File: src/rtl/lc3_decode_pkg.sv
// Shared LC3 decode definitions: opcodes, E_Control field positions, writeback encodings.
// Imported by the decode RTL and by its testbench predictor.
package lc3_decode_pkg;

  typedef enum logic [3:0] {
    OP_BR   = 4'h0,
    OP_ADD  = 4'h1,
    OP_LD   = 4'h2,
    OP_ST   = 4'h3,
    OP_JSR  = 4'h4,
    OP_AND  = 4'h5,
    OP_LDR  = 4'h6,
    OP_STR  = 4'h7,
    OP_RTI  = 4'h8,
    OP_NOT  = 4'h9,
    OP_LDI  = 4'hA,
    OP_STI  = 4'hB,
    OP_JMP  = 4'hC,
    OP_RES  = 4'hD,
    OP_LEA  = 4'hE,
    OP_TRAP = 4'hF
  } opcode_t;

  // E_Control = {alu_control[1:0], pcselect1[1:0], pcselect2, op2select}
  localparam int E_ALU_HI = 5;
  localparam int E_ALU_LO = 4;
  localparam int E_PC1_HI = 3;
  localparam int E_PC1_LO = 2;
  localparam int E_PC2    = 1;
  localparam int E_OP2    = 0;

  localparam logic [1:0] ALU_ADD = 2'b00;
  localparam logic [1:0] ALU_AND = 2'b01;
  localparam logic [1:0] ALU_NOT = 2'b10;

  localparam logic [1:0] PC1_NONE = 2'b00;
  localparam logic [1:0] PC1_OFF9 = 2'b01;
  localparam logic [1:0] PC1_OFF6 = 2'b10;
  localparam logic [1:0] PC1_ZERO = 2'b11;

  localparam logic [1:0] WB_ALU = 2'b00;
  localparam logic [1:0] WB_MEM = 2'b01;
  localparam logic [1:0] WB_PC  = 2'b10;

  typedef struct packed {
    logic [5:0] e;
    logic [1:0] w;
    logic       m;
  } ctrl_t;

endpackage

File: src/rtl/lc3_decode_ctrl_lut.sv
// Combinational map from {opcode, imm flag dout[5]} to the Execute/Writeback/Memory control words.
// No state; unsupported opcodes fall through to all-zero controls.
module lc3_decode_ctrl_lut
  import lc3_decode_pkg::*;
(
  input  logic [3:0] i_opcode,
  input  logic       i_imm_flag,
  output ctrl_t      o_ctrl
);

  logic [1:0] w_alu;
  logic [1:0] w_pc1;
  logic       w_pc2;
  logic       w_op2;
  logic [1:0] w_wb;
  logic       w_mem;

  always_comb begin
    w_alu = ALU_ADD;
    w_pc1 = PC1_NONE;
    w_pc2 = 1'b0;
    w_op2 = 1'b0;
    w_wb  = WB_ALU;
    w_mem = 1'b0;
    case (opcode_t'(i_opcode))
      OP_ADD: w_op2 = ~i_imm_flag;
      OP_AND: begin
        w_alu = ALU_AND;
        w_op2 = ~i_imm_flag;
      end
      OP_NOT: w_alu = ALU_NOT;
      OP_BR, OP_ST: begin
        w_pc1 = PC1_OFF9;
        w_pc2 = 1'b1;
      end
      OP_LD: begin
        w_pc1 = PC1_OFF9;
        w_pc2 = 1'b1;
        w_wb  = WB_MEM;
      end
      OP_LDI: begin
        w_pc1 = PC1_OFF9;
        w_pc2 = 1'b1;
        w_wb  = WB_MEM;
        w_mem = 1'b1;
      end
      OP_STI: begin
        w_pc1 = PC1_OFF9;
        w_pc2 = 1'b1;
        w_mem = 1'b1;
      end
      OP_LEA: begin
        w_pc1 = PC1_OFF9;
        w_pc2 = 1'b1;
        w_wb  = WB_PC;
      end
      OP_LDR: begin
        w_pc1 = PC1_OFF6;
        w_wb  = WB_MEM;
      end
      OP_STR: w_pc1 = PC1_OFF6;
      OP_JMP: w_pc1 = PC1_ZERO;
      default: ;
    endcase
  end

  always_comb begin
    o_ctrl = '0;
    o_ctrl.e[E_ALU_HI:E_ALU_LO] = w_alu;
    o_ctrl.e[E_PC1_HI:E_PC1_LO] = w_pc1;
    o_ctrl.e[E_PC2]             = w_pc2;
    o_ctrl.e[E_OP2]             = w_op2;
    o_ctrl.w                    = w_wb;
    o_ctrl.m                    = w_mem;
  end

endmodule

File: src/rtl/lc3_decode.sv
// LC3 decode stage: registers IR, next PC and decoded controls one cycle after an enabled edge.
// enable_decode low holds every output; reset (sync, active-high) clears all and beats enable.
module lc3_decode
  import lc3_decode_pkg::*;
(
  input  logic        clock,
  input  logic        reset,
  input  logic        enable_decode,
  input  logic [15:0] dout,
  input  logic [15:0] npc_in,
  output logic [15:0] IR,
  output logic [15:0] npc_out,
  output logic [5:0]  E_Control,
  output logic [1:0]  W_Control,
  output logic        Mem_Control
);

  ctrl_t       w_ctrl;
  logic [15:0] r_ir;
  logic [15:0] r_npc;
  ctrl_t       r_ctrl;

  lc3_decode_ctrl_lut u_ctrl_lut (
    .i_opcode   (dout[15:12]),
    .i_imm_flag (dout[5]),
    .o_ctrl     (w_ctrl)
  );

  always_ff @(posedge clock) begin
    if (reset) begin
      r_ir   <= '0;
      r_npc  <= '0;
      r_ctrl <= '0;
    end else if (enable_decode) begin
      r_ir   <= dout;
      r_npc  <= npc_in;
      r_ctrl <= w_ctrl;
    end
  end

  assign IR          = r_ir;
  assign npc_out     = r_npc;
  assign E_Control   = r_ctrl.e;
  assign W_Control   = r_ctrl.w;
  assign Mem_Control = r_ctrl.m;

endmodule

File: config.mk
export PLATFORM = sky130hd
export DESIGN_NAME = lc3_decode
export DESIGN_NICKNAME = d
export VERILOG_FILES = /design/src/rtl/lc3_decode_pkg.sv /design/src/rtl/lc3_decode_ctrl_lut.sv /design/src/rtl/lc3_decode.sv
export SDC_FILE = /design/constraint.sdc
export NUM_CORES = 1
export LEC_CHECK = 0
export ABC_AREA = 1
export BUFFER_PORTS_ARGS = -buffer_cell sky130_fd_sc_hd__buf_2
export CAP_MARGIN = 20
export CELL_PAD_IN_SITES_DETAIL_PLACEMENT = 0
export CELL_PAD_IN_SITES_GLOBAL_PLACEMENT = 1
export CORE_ASPECT_RATIO = 1.25
export CORE_UTILIZATION = 33
export CTS_CLUSTER_DIAMETER = 60
export DETAILED_ROUTE_END_ITERATION = 10
export HOLD_SLACK_MARGIN = 0.06
export PLACE_DENSITY = 0.85
export SLEW_MARGIN = 20
export SYNTH_ARGS = -nofsm -noshare
export SYNTH_HDL_FRONTEND = slang
export SYNTH_SLANG_ARGS = --single-unit
File: constraint.sdc
create_clock -name clock -period 1.2 [get_ports clock]
set_input_delay 0 -clock clock [delete_from_list [all_inputs] [get_ports clock]]
set_output_delay 0 -clock clock [all_outputs]
set_load 0.005 [all_outputs]
==> metrics.csv <==
stage,metric,value,unit
grt,vias in the first global route,1559,
final_layout,final instance area,0.00235,mm²
timing,Final Max Slew Viols,0,
power,Leak Pwr,1.16,nW
critical_path,crit-path max FO,3,
drt,Via density,4.43,
drt,Antenna Violating Nets Remaining,0,
placed_design,Buffers on Ports,75,
critical_path,Critical Path RT,1370,ps
critical_path,CP max stage delay,550,ps
critical_path,slowest CP cell,dlygate4sd3_1,
clock_tree,CTS buffer count,5,
grt,largest net degree at the start of global routing,30,
die,Core Box Area,0.00439,mm²
power,peak supply drop,0.671,mV
timing,Tcrit/Tclk final,98.1,%
critical_path,reg2reg setup slack,60,ps
timing,Final Hold Viols,0,
timing,Sum Neg Setup Slack,0,ps
clock_tree,deepest clock path buffer count,2,
clock_tree,htree depth,2,
synth,synth cell count leaders,"nor2_1 (66), dfxtp_1 (41), o21ai_0 (29)",
critical_path,Critical Path AT,1350,ps
synth,"Top FF cell, synth",dfxtp_1,
job,max-capacitance violation count,0,
final_layout,Final nets,335,
grt,first-pass GRT wire length,6.51,mm
power,Power Total,3.04,mW
critical_path,CP most frequent cell,dlygate4sd3_1,
drt,Total Wirelength,3.97,mm
die,FP Rows,27,
synth,Syn Std Cell Area,0.00151,mm²
synth,Seq cells post-synth,41,
critical_path,crit path capture type,flip-flop,
placed_design,post-DP HPWL,2.56,mm
drt,drt initial violations,60,
timing,Final setup viols,0,
grt,total track usage,16.9,%
die,total die area,0.00484,mm²
placed_design,Post-DP Area,0.00191,mm²
clock_tree,CTS tree,done,
synth,largest cells by area after synthesis,"dfxtp_1 (55%), nor2_1 (16%), o21ai_0 (9.6%), nand2_1 (5.0%), a21oi_1 (2.3%)",
synth,number of synthesized flops with an enable pin,0,
final_layout,P&R area growth vs syn,56.1,%
drt,Pre-Repair DR Iteration Count,4,
synth,cell taking the most area after synthesis,dfxtp_1,
clock_tree,total clock sinks,41,
placed_design,GPL Wtd Cong,0.862,
synth,Synth top area share,54.5,%
run_status,status,completed,
timing,Worst Clk Skew,0,ps
power,PD cells,1290,mW/mm²
final_layout,layout cells sized above 1,31.2,%
critical_path,CP Launch Type,input pin,
drt,Routed wire per std cell,11.0,µm
die,die width,62.4,µm
synth,Synth cell types,20,
clock_tree,Root Driver,clkbuf_8,
critical_path,worst-path cell chain,dlygate4sd3_1 -> buf_2 -> inv_2 -> a21oi_1 -> dlygate4sd3_1,
synth,Synth async-reset ratio,0,%
die,Starting Density,34.3,%
timing,Tmin final,1180,ps
critical_path,worst setup path class,input pin to flip-flop,
drt,DRC,0,
timing,max_slew headroom,73.4,%
synth,syn avg cell area,7.76,µm²
timing,Worst Tran Pin Value,398,ps
clock_tree,worst-skew pair later-pin latency,280,ps
timing,fmax,0.850,GHz
clock_tree,"CTS clk-pin slew, worst paths",80,ps
synth,Synthesized Nets,229,
die,I/O pins,76,
min_path,Hold Path Class,input pin to flip-flop,
synth,most frequent cell after synthesis,nor2_1,
timing,RSZ-0062 raised after global routing,no,
final_layout,# fillers,429,
final_layout,Ant. Diodes,0,
grt,GR Overflow Total,0,
die,Die Y,77.5,µm
synth,Mapped Cells,194,
grt,initial antenna violation count,0,
drt,vias,1590,
synth,sequential element share of the synthesized area,54.5,%
synth,Synth warnings,0,
==> report_power, final <==
part,total (mW),internal [mW],switching [mW]
Sequential,1.48,1.44,0.0385
Combinational,0.420,0.222,0.198
Clock,1.14,0.676,0.462
==> kinds of logic after synthesis <==
group	count (synthesis)	share of synthesized area [%]
buffers and inverters	21	7.15
AO/OA/AOI/OAI	40	14.0
flip-flops	41	54.5
AND/OR/NAND/NOR	92	24.3
==> worst max-delay path, delay by kind of cell <==
family                 cells  cell delay [ps]
AOI/OAI and AO/OA          1               60
buffers and inverters      4             1290
==> layer usage <==
layer	GRT usage, %	part of all wire [%]
met4	6.05	1.4
met3	4.85	4.8
met2	30.9	49
met1	18.3	45
met5	0	0
==> timing repair <==
item,4_1_cts,5_1_grt
gates resized for setup,0,2
endpoints found under the hold margin,33,0
hold buffers,32,0
buffers inserted,0,0
endpoints found under the setup margin,0,1
==> cells in the final DEF, fill, tap and decap left out, types with 2 or more instances in the layout <==
cell / n
buf_2: 75
nor2_1: 66
dfxtp_1: 41
dlygate4sd3_1: 32
o21ai_0: 28
nand2_1: 20
a21oi_1: 7
inv_1: 6
clkbuf_8: 6
buf_4: 4
inv_2: 3
nand3_1: 3
a21oi_2: 2
==> flip-flops by register name (all words and copies together), names as in the netlist <==
register	flops
IR	16
npc_out	16
E_Control	6
W_Control	2
Mem_Control	1
==> metrics by stage <==
step	worst slack (ps)	utilization, %	cells	hold slack, ps
2_1_floorplan	530	-	194	69.4
3_3_place_gp	272	43.5	319	226
3_5_place_dp	217	43.5	319	229
4_1_cts	21.1	53.5	359	65.8
5_1_grt	7.67	53.5	359	76.5
6_report	23.1	53.5	359	79.0
==> area by class of cell <==
cell class,instances,area (µm²),area share (%)
Clock inverter,2,37.5,1.60
Tap cell,58,72.6,3.09
Multi-Input combinational cell,132,577,24.5
Timing Repair Buffer,111,726,30.9
Inverter,9,33.8,1.44
Clock buffer,6,82.6,3.51
Sequential cell,41,821,34.9
==> path summary, 6_finish.rpt <==
kind,start,end,depth (start not counted)
setup / recovery,dout[14],IR[14],5
hold / removal,reset,E_Control[4],3
setup reg to reg,IR[14],IR[14],3
hold reg to reg,E_Control[0],E_Control[0],2
No activity file was read; power rests on OpenSTA's default activity.
